`src/rtl/alu_pkg.sv`:
```
// Shared types for the sequential ALU: opcodes, flag bit positions and
// controller states.
package alu_pkg;

    typedef enum logic [3:0] {
        OP_NOP = 4'h0,
        OP_LD  = 4'h1,
        OP_ADD = 4'h2,
        OP_SUB = 4'h3,
        OP_NOT = 4'h4,
        OP_AND = 4'h5,
        OP_OR  = 4'h6,
        OP_XOR = 4'h7,
        OP_SHL = 4'h8,
        OP_SHR = 4'h9,
        OP_MUL = 4'hA
    } alu_op_e;

    // Bit positions inside the stored {C,V,Z,N} flag word.
    localparam int FLG_C = 3;
    localparam int FLG_V = 2;
    localparam int FLG_Z = 1;
    localparam int FLG_N = 0;

    typedef enum logic [1:0] {
        ST_IDLE,
        ST_MUL,
        ST_DONE
    } alu_state_e;

endpackage

```
`src/rtl/alu_mul_seq.sv`:
```
// Unsigned shift-add multiplier, one multiplier bit per cycle.
// Ports: start loads a/b; busy while stepping; done marks the final step;
// product holds the full 2*WIDTH result once busy drops.
module alu_mul_seq #(
    parameter int WIDTH = 8
) (
    input  logic               clk,
    input  logic               rst_n,
    input  logic               start,
    input  logic [WIDTH-1:0]   a,
    input  logic [WIDTH-1:0]   b,
    output logic               busy,
    output logic               done,
    output logic [2*WIDTH-1:0] product
);

    localparam int CW = $clog2(WIDTH);

    logic [2*WIDTH-1:0] mcand_q;
    logic [2*WIDTH-1:0] prod_q;
    logic [WIDTH-1:0]   mplier_q;
    logic [CW-1:0]      cnt_q;
    logic               busy_q;

    // High during the cycle that consumes the last multiplier bit.
    assign done    = busy_q & (cnt_q == CW'(WIDTH - 1));
    assign busy    = busy_q;
    assign product = prod_q;

    always_ff @(posedge clk or negedge rst_n) begin
        if (!rst_n) begin
            mcand_q  <= '0;
            prod_q   <= '0;
            mplier_q <= '0;
            cnt_q    <= '0;
            busy_q   <= 1'b0;
        end else if (start) begin
            mcand_q  <= {{WIDTH{1'b0}}, a};
            prod_q   <= '0;
            mplier_q <= b;
            cnt_q    <= '0;
            busy_q   <= 1'b1;
        end else if (busy_q) begin
            if (mplier_q[0]) begin
                prod_q <= prod_q + mcand_q;
            end
            mcand_q  <= mcand_q << 1;
            mplier_q <= mplier_q >> 1;
            cnt_q    <= cnt_q + 1'b1;
            if (done) begin
                busy_q <= 1'b0;
            end
        end
    end

endmodule

```
`src/rtl/alu_seq.sv`:
```
// Registered WIDTH-bit ALU with valid/ready on both sides, stored flags
// and a multi-cycle multiply.
// Ports: in_valid/in_ready/op/in_a/in_b/ci/ci_sel on the issue side;
// out_valid/out_ready/result/co/ov/zf/nf on the result side; flags_q={C,V,Z,N}.
module alu_seq
    import alu_pkg::*;
#(
    parameter int WIDTH  = 8,
    parameter bit MUL_EN = 1'b1
) (
    input  logic             clk,
    input  logic             rst_n,
    input  logic             in_valid,
    output logic             in_ready,
    input  logic [3:0]       op,
    input  logic [WIDTH-1:0] in_a,
    input  logic [WIDTH-1:0] in_b,
    input  logic             ci,
    input  logic             ci_sel,
    output logic             out_valid,
    input  logic             out_ready,
    output logic [WIDTH-1:0] result,
    output logic             co,
    output logic             ov,
    output logic             zf,
    output logic             nf,
    output logic [3:0]       flags_q
);

    localparam int SW = $clog2(WIDTH);

    alu_state_e state_q, state_d;
    alu_op_e    op_e;

    logic             accept;
    logic             is_mul;
    logic             cin;
    logic [SW-1:0]    sh;
    logic [WIDTH:0]   sum;
    logic [WIDTH:0]   dif;
    logic [WIDTH:0]   shl_ext;

    logic [WIDTH-1:0] d_res;
    logic             d_co;
    logic             d_ov;
    logic             d_upd;

    logic             mul_busy;
    logic             mul_done;
    logic [2*WIDTH-1:0] mul_prod;

    logic             load;
    logic [WIDTH-1:0] l_res;
    logic             l_co;
    logic             l_ov;
    logic             l_upd;

    assign op_e   = alu_op_e'(op);
    assign accept = in_valid & in_ready;
    assign is_mul = MUL_EN && (op_e == OP_MUL);
    assign cin    = ci_sel ? flags_q[FLG_C] : ci;
    assign sh     = in_b[SW-1:0];

    assign in_ready = rst_n & (state_q == ST_IDLE) & ~mul_busy
                    & (~out_valid | out_ready);

    assign sum = {1'b0, in_a} + {1'b0, in_b}
               + {{WIDTH{1'b0}}, cin};
    assign dif = {1'b0, in_a} - {1'b0, in_b}
               - {{WIDTH{1'b0}}, cin};
    // Bit WIDTH of the widened shift is the last bit pushed out.
    assign shl_ext = {1'b0, in_a} << sh;

    always_comb begin
        d_res = in_b;
        d_co  = 1'b0;
        d_ov  = 1'b0;
        d_upd = 1'b1;
        unique case (op_e)
            OP_LD:  d_res = in_b;
            OP_ADD: begin
                d_res = sum[WIDTH-1:0];
                d_co  = sum[WIDTH];
                d_ov  = (in_a[WIDTH-1] == in_b[WIDTH-1])
                      & (sum[WIDTH-1] != in_a[WIDTH-1]);
            end
            OP_SUB: begin
                d_res = dif[WIDTH-1:0];
                d_co  = dif[WIDTH];
                d_ov  = (in_a[WIDTH-1] != in_b[WIDTH-1])
                      & (dif[WIDTH-1] != in_a[WIDTH-1]);
            end
            OP_NOT: d_res = ~in_a;
            OP_AND: d_res = in_a & in_b;
            OP_OR:  d_res = in_a | in_b;
            OP_XOR: d_res = in_a ^ in_b;
            OP_SHL: begin
                d_res = shl_ext[WIDTH-1:0];
                d_co  = shl_ext[WIDTH];
            end
            OP_SHR: d_res = in_a >> sh;
            // Multiplier disabled or NOP/reserved: pass B, keep flags.
            default: d_upd = 1'b0;
        endcase
    end

    alu_mul_seq #(
        .WIDTH (WIDTH)
    ) u_mul (
        .clk     (clk),
        .rst_n   (rst_n),
        .start   (accept & is_mul),
        .a       (in_a),
        .b       (in_b),
        .busy    (mul_busy),
        .done    (mul_done),
        .product (mul_prod)
    );

    always_comb begin
        state_d = state_q;
        unique case (state_q)
            ST_IDLE: if (accept && is_mul) state_d = ST_MUL;
            ST_MUL:  if (mul_done) state_d = ST_DONE;
            ST_DONE: state_d = ST_IDLE;
            default: state_d = ST_IDLE;
        endcase
    end

    always_ff @(posedge clk or negedge rst_n) begin
        if (!rst_n) state_q <= ST_IDLE;
        else        state_q <= state_d;
    end

    // Output register is fed either by the one-cycle decode or by the
    // finished multiply in DONE; both never coincide since in_ready=0
    // outside IDLE.
    always_comb begin
        load  = (accept & ~is_mul) | (state_q == ST_DONE);
        l_res = d_res;
        l_co  = d_co;
        l_ov  = d_ov;
        l_upd = d_upd;
        if (state_q == ST_DONE) begin
            l_res = mul_prod[WIDTH-1:0];
            l_co  = |mul_prod[2*WIDTH-1:WIDTH];
            l_ov  = |mul_prod[2*WIDTH-1:WIDTH];
            l_upd = 1'b1;
        end
    end

    always_ff @(posedge clk or negedge rst_n) begin
        if (!rst_n) begin
            out_valid <= 1'b0;
            result    <= '0;
            co        <= 1'b0;
            ov        <= 1'b0;
            zf        <= 1'b0;
            nf        <= 1'b0;
            flags_q   <= '0;
        end else if (load) begin
            out_valid <= 1'b1;
            result    <= l_res;
            co        <= l_co;
            ov        <= l_ov;
            zf        <= (l_res == '0);
            nf        <= l_res[WIDTH-1];
            if (l_upd) begin
                flags_q <= {l_co, l_ov, (l_res == '0), l_res[WIDTH-1]};
            end
        end else if (out_ready) begin
            out_valid <= 1'b0;
        end
    end

endmodule

```
`config.mk`:
```
export PLATFORM = sky130hd
export DESIGN_NAME = alu_seq
export DESIGN_NICKNAME = d
export VERILOG_FILES = /design/src/rtl/alu_pkg.sv /design/src/rtl/alu_mul_seq.sv /design/src/rtl/alu_seq.sv
export SDC_FILE = /design/constraint.sdc
export NUM_CORES = 1
export LEC_CHECK = 0
export ABC_AREA = 1
export BUFFER_PORTS_ARGS = -buffer_cell sky130_fd_sc_hd__buf_2
export CAP_MARGIN = 0
export CORE_ASPECT_RATIO = 0.9
export CORE_MARGIN = 3
export CORE_UTILIZATION = 30
export DETAILED_ROUTE_END_ITERATION = 16
export MAX_ROUTING_LAYER = met4
export SYNTH_ARGS = -nofsm -noshare
export SYNTH_HDL_FRONTEND = slang
export SYNTH_SLANG_ARGS = --single-unit
export TNS_END_PERCENT = 50
```
`constraint.sdc`:
```
create_clock -name clk -period 2.7 [get_ports clk]
set_input_delay 0.27 -clock clk [delete_from_list [all_inputs] [get_ports clk]]
set_output_delay 0.27 -clock clk [all_outputs]
set_load 0.05 [all_outputs]
```
Word-level counts from Yosys, hierarchy flattened
Cells that the tools add are included.
- memory bits (writable): 0
- register bits after elaboration: 63
- bits in latches: 0
- bits in read-only memories: 0
- memories: 0
- output and inout port bits: 18
- bits of input ports: 26
- $add $sub $neg: 6
- $lt $le $gt $ge: 0
- mux-type cells: 26
- reductions and logical operators: 11
- multipliers: 0
- bitwise logic cells: 18
- shift-type cells: 2
- div/mod/pow operators: 0
- eq/ne operators: 19
- operator list (operator ; number):
    16-bit two-way mux ; 5
    8-bit case mux with 8 select lines ; 1
    8-bit two-way mux ; 3
    16-bit adder ; 1
    4-bit by 3-bit == test with 1-bit output, second input constant ; 4
    4-bit == test, second input constant ; 3
    1-bit two-way mux ; 10
    8-bit by 8-bit adder with 9-bit output ; 1
    9-bit by 1-bit adder with 9-bit output ; 1
    1-bit AND ; 9
    9-bit OR reduction ; 1
    8-bit by 3-bit left shift with 9-bit output ; 1
    8-bit by 8-bit subtractor with 9-bit output ; 1
    9-bit by 1-bit subtractor with 9-bit output ; 1
    8-bit AND ; 1
    4-bit by 2-bit == test with 1-bit output, second input constant ; 2
    8-bit zero test ; 1
    8-bit inverter ; 1
    8-bit OR ; 1
    8-bit OR reduction ; 1
    8-bit by 3-bit >> shifter with 8-bit output ; 1
    8-bit bitwise XOR ; 1
    3-bit two-way mux ; 2
    2-bit AND reduction ; 3
    18 further kinds ; 26

Logic depth before layout (Yosys ltp)
- depth after elaboration: 8
- gate-level depth with buffers: 21
- gate-level depth less buffers: 21

Hierarchy
From an unflattened synthesis, not the netlist that was laid out.
- cell total of the unflattened synthesis: 895
- area, all modules: 5835.6 um^2
- by module, submodules not included (module ; area an instance (um^2) ; instances ; cells an instance ; seq. area each (um^2)):
    alu_seq ; 3059.2 ; 1 ; 537 ; 450.4
    alu_mul_seq ; 2776.4 ; 1 ; 358 ; 1101.1

Worst setup path before layout
No wires, ideal clock.
- path type: flip-flop to flip-flop
- start: register flags_q[3]
- end: register flags_q[1]
- stages on the path, launching flop included: 17
- path slack: 0.083 ns
- setup time: 0.066 ns
- path buffers: 0
- data arrival time: 2.551 ns
- required time: 2.634 ns
- path through: dfrtp_1 -> inv_1 -> nand2_1 -> o21ai_0 -> fa_1 -> fa_1 -> nor2_1 -> o21ai_0 -> nor2_1 -> nor2_1 -> nor2_1 -> nand3_1 -> nand2_1 -> nand2_1 -> nor2_1 -> nand4_1 -> nand2_1
- cells in the longest elaborated chain, start to end: 5
- ends and longest elaborated chain (what ; line ; RTL):
    start: declaration ; alu_seq.sv:27 ; output logic [3:0] flags_q
    start signal: assignment ; alu_seq.sv:169 ; flags_q <= {l_co, l_ov, (l_res == '0), l_res[WIDTH-1]};
    1-bit two-way mux (*) ; alu_seq.sv:61 ; assign cin = ci_sel ? flags_q[FLG_C] : ci;
    9-bit by 1-bit subtractor with 9-bit output or 9-bit by 1-bit adder with 9-bit output (tied branches) ; alu_seq.sv:70, alu_seq.sv:68 ;
    8-bit case mux with 8 select lines (*) ; alu_seq.sv:79 ; unique case (op_e)
    8-bit two-way mux (*) ; alu_seq.sv:144 ; if (state_q == ST_DONE) begin
    8-bit zero test (*) ; alu_seq.sv:169 ;
Every way passes the cells marked *; elsewhere a longest branch is shown, timed or not.
A chain may end at the register's enable or synchronous reset.

Worst setup path in the final report
- start: register flags_q[3]
- end: register result[0]
- cells in the longest elaborated chain, start to end: 4
- ends and longest elaborated chain (what ; line ; RTL):
    1-bit two-way mux (*) ; alu_seq.sv:61 ;
    9-bit by 1-bit subtractor with 9-bit output or 9-bit by 1-bit adder with 9-bit output (tied branches) ; alu_seq.sv:70, alu_seq.sv:68 ;
    8-bit case mux with 8 select lines (*) ; alu_seq.sv:79 ;
    8-bit two-way mux (*) ; alu_seq.sv:144 ;
    end signal: assignment ; alu_seq.sv:163 ; result <= l_res;
    end: declaration ; alu_seq.sv:22 ; output logic [WIDTH-1:0] result,
Marked as above.

==> flow_summary.yaml <==
route:
  drc: 0
  drtIter0Drc: 632
  via_per_inst: 4.92
  vias: 5535
  drt_wl_total_um: 17000
  dr.pass1.iters: 5
  wl_per_cell_um: 15.1
  ant_nets: 0
sta:
  final.min_clock_period_ps: 2540
  clock_skew_ps: 9.13
  drv_slew: 0
  timing.final.crit_share_pct: 94.1
  fmax_mhz: 394
  rsz0062_at_grt: "true"
  worst_pin_slew_ps: 772
  setup_viol: 0
  slew_headroom_pct: 47.9
  hold_violations: 0
  timing.hold.ws_ps: 128
power_and_ir_drop:
  swShare_pct: 44.1
  pwr-share-clk_pct: 23.6
  p_int_mw: 2.89
  power_density_mw_per_mm2: 799
  p_leak_nw: 3.46
  seq_power_share_pct: 29.3
  peakVddDrop_uv: 423
  p_comb_share_pct: 47.1
  p_switching_mw: 2.28
placed_design:
  dp_cells: 1104
  hpwl_um: 13600
  io_buffers: 43
  place.gp.congestion: 0.972
synth:
  synth_adder_area_share_pct: 12.9
  synth_nets: 892
  synth_compound_area_share_pct: 14.3
  ys_ff_latch: 62
  async_flop_share_pct: 100
  syn_area_sq_mm: 0.00541
  synth_simple_gate_area_share_pct: 33.2
  synth_cell_types: 41
  synth_warnings: 0
  ys.flop_type: "dfrtp_1"
  syn_inst: 813
  synth_edf_count: 0
  synth.mux.area_fraction_pct: 0
  avgSynthCellArea_sq_um: 6.66
  ys_seq_area_share_pct: 28.7
  synthXorXnorAreaFrac_pct: 1.29
  synth_top_family_by_area: "simple AND/OR/NAND/NOR gates"
clock_tree:
  cts_max_path_buffers: 2
  clk_pin_slew_ps: 60
  htree_num_levels: 3
  tritoncts: "built"
  cts_sinks: 62
  cts_root_buffer: "clkbuf_16"
  ctsHoldBuffers: 0
  cts_made_buffers: 9
  clock_latency_ps: 330
layout:
  diodes: 0
  drive_gt1_share_pct: 15.4
  multi_input_area_sq_mm: 0.00340
  syn_to_final_growth_pct: 19.5
  ff_latch_area_sq_mm: 0.00155
  fill_cells: 1900
  finalNetCount: 963
  final_cells: 1124
outcome:
  status: "finished, final reports clean"
die:
  dieArea_sq_mm: 0.0197
  initial_core_util_pct: 31.3
  ioPinCount: 44
  core_sq_mm: 0.0173
  rows: 45
  die_h_um: 133
  dieWidth_um: 148
global_routing:
  grt_pass1_wl_um: 27400
  grt_max_degree: 63
  grtUsageTotal_pct: 17.9
  first_global_vias: 5091
  antenna_found_initial: 0
  grt_overflow: 0
worst_hold_path:
  min_path_type: "in -> reg"
worst_setup_path:
  worstPathMaxFanout: 2
  start_kind: "flip-flop"
  worstSetupPathType: "reg -> reg"
  end_kind: "flip-flop"
  worst_ep_required_time_ps: 2910
  cp.arrival_ps: 2750
run:
  maxCapViolations: 0
-- cell families (layout without fill, tap and decap cells) --
logic type | count (synthesis) | in the layout
flip-flops | 62 | 62
buffers and inverters | 132 | 208
AO/OA/AOI/OAI | 136 | 136
adder cells (fa/ha/maj) | 53 | 53
XOR/XNOR | 8 | 8
AND/OR/NAND/NOR | 422 | 422
-- state kept, by name (all words and copies together), names as in the netlist --
name	count
co	1
flags_q	4
out_valid	1
ov	1
result	8
state_q	2
u_mul.busy	1
u_mul.cnt_q	3
u_mul.mcand_q	16
u_mul.mplier_q	8
u_mul.product	16
zf	1
-- layout by cell type, fill, tap and decap left out, types with 7 or more instances in the layout --
cell type	n
o21ai_0	45
nor2_1	63
a21oi_1	40
o21ai_1	8
inv_1	107
nand3b_1	7
o221ai_1	7
clkbuf_16	9
a31oi_1	7
o22ai_1	10
dfrtp_1	62
ha_1	47
buf_4	35
nand4_1	12
nand3_1	74
inv_2	7
buf_2	43
nand2_1	231
nand2_2	13
nor2_2	9
-- power groups by stage --
stage / Sequential [mW] / Clock, mW / Combinational (mW)
global route: 1.56 / 1.27 / 2.77
global placement: 1.52 / 0 / 2.37
floorplan: 1.78 / 0 / 1.49
detailed placement: 1.53 / 0 / 2.38
CTS: 1.52 / 1.23 / 2.40
finish: 1.51 / 1.22 / 2.44
-- worst paths after layout --
check                                        from  cells after the start                       endpoint  slack (ps)
hold / removal                          out_ready                      2          out_valid$_DFFE_PN0P_         130
setup reg to reg           flags_q[3]$_DFFE_PN0P_                     15          result[0]$_DFFE_PN0P_         160
max in group asynchronous                   rst_n                      2  u_mul.mcand_q[14]$_DFFE_PN0P_        1990
setup / recovery           flags_q[3]$_DFFE_PN0P_                     15          result[0]$_DFFE_PN0P_         160
min in group asynchronous                   rst_n                      2          result[5]$_DFFE_PN0P_         210
hold reg to reg            state_q[1]$_DFFE_PN0P_                      1         state_q[1]$_DFFE_PN0P_         440
-- critical path, cell delays in order, from the launching register on --
cell     delay, ps
dfrtp_1        400
inv_1           60
nand2_1         50
o21ai_2         60
inv_1           70
fa_1           450
ha_1           300
xor2_1         140
nand2_1         70
o21ai_1        100
nor3_2         130
nand2_1        110
a21oi_2        180
buf_4          130
buf_4          110
o21ai_0         60
-- timing repair --
item | 4_1_cts | 5_1_grt
pin swaps | 1 | 8
gates resized for setup | 4 | 21
setup buffers | 1 | 3
endpoints found under the setup margin | 2 | 9
-- through the flow --
stage / util, % / power, mW / worst slack, ps / TNS [ps] / area (sq um)
floorplan: - / 3.27 / 82.6 / 0 / 5410
global placement: 35.1 / 3.89 / -27.9 / -55.6 / 6060
detailed placement: 35.1 / 3.91 / -98.4 / -179 / 6060
CTS: 37.0 / 5.15 / 1.03 / 0 / 6400
global route: 37.4 / 5.60 / -56.5 / -193 / 6470
finish: 37.4 / 5.17 / 160 / 0 / 6470
-- cell usage after synthesis, types with 2 or more instances --
cell / count / area [sq um]
nand2_1: 238 / 893
inv_1: 107 / 402
nand3_1: 75 / 375
nor2_1: 68 / 255
dfrtp_1: 62 / 1550
o21ai_0: 50 / 250
ha_1: 48 / 601
a21oi_1: 42 / 210
nand4_1: 12 / 75.1
o22ai_1: 10 / 62.6
clkbuf_1: 9 / 33.8
a31oi_1: 7 / 43.8
inv_2: 7 / 26.3
nand3b_1: 7 / 52.6
o221ai_1: 7 / 61.3
nand2_2: 6 / 37.5
buf_2: 5 / 25.0
fa_1: 5 / 100
o211ai_1: 5 / 37.5
o21ai_1: 5 / 25.0
xor2_1: 5 / 43.8
nor2_2: 4 / 25.0
buf_4: 3 / 22.5
or2_2: 3 / 18.8
xnor2_1: 3 / 26.3
a22o_1: 2 / 17.5
and2_1: 2 / 12.5
nor3_2: 2 / 20.0
o21a_1: 2 / 15.0
-- metal layers --
layer  wire (um)  vias up  global-route usage (%)
met5           0        -                       -
met4         199        0                    3.21
met3        1270       17                    2.82
met2        6600      183                    23.8
met1        8890     2528                    28.3
li1            -     2807                       -
-- final cells by class --
| type | instances | share of cell area, % |
|---|---|---|
| multi-input cells | 619 | 52.5 |
| repair buffers | 78 | 7.39 |
| well taps | 235 | 4.54 |
| inverters | 114 | 6.61 |
| flip-flops and latches | 62 | 24.0 |
| clock inverters | 4 | 0.812 |
| clock buffers | 12 | 4.12 |
Note: power is estimated with default switching activity, not from simulation.
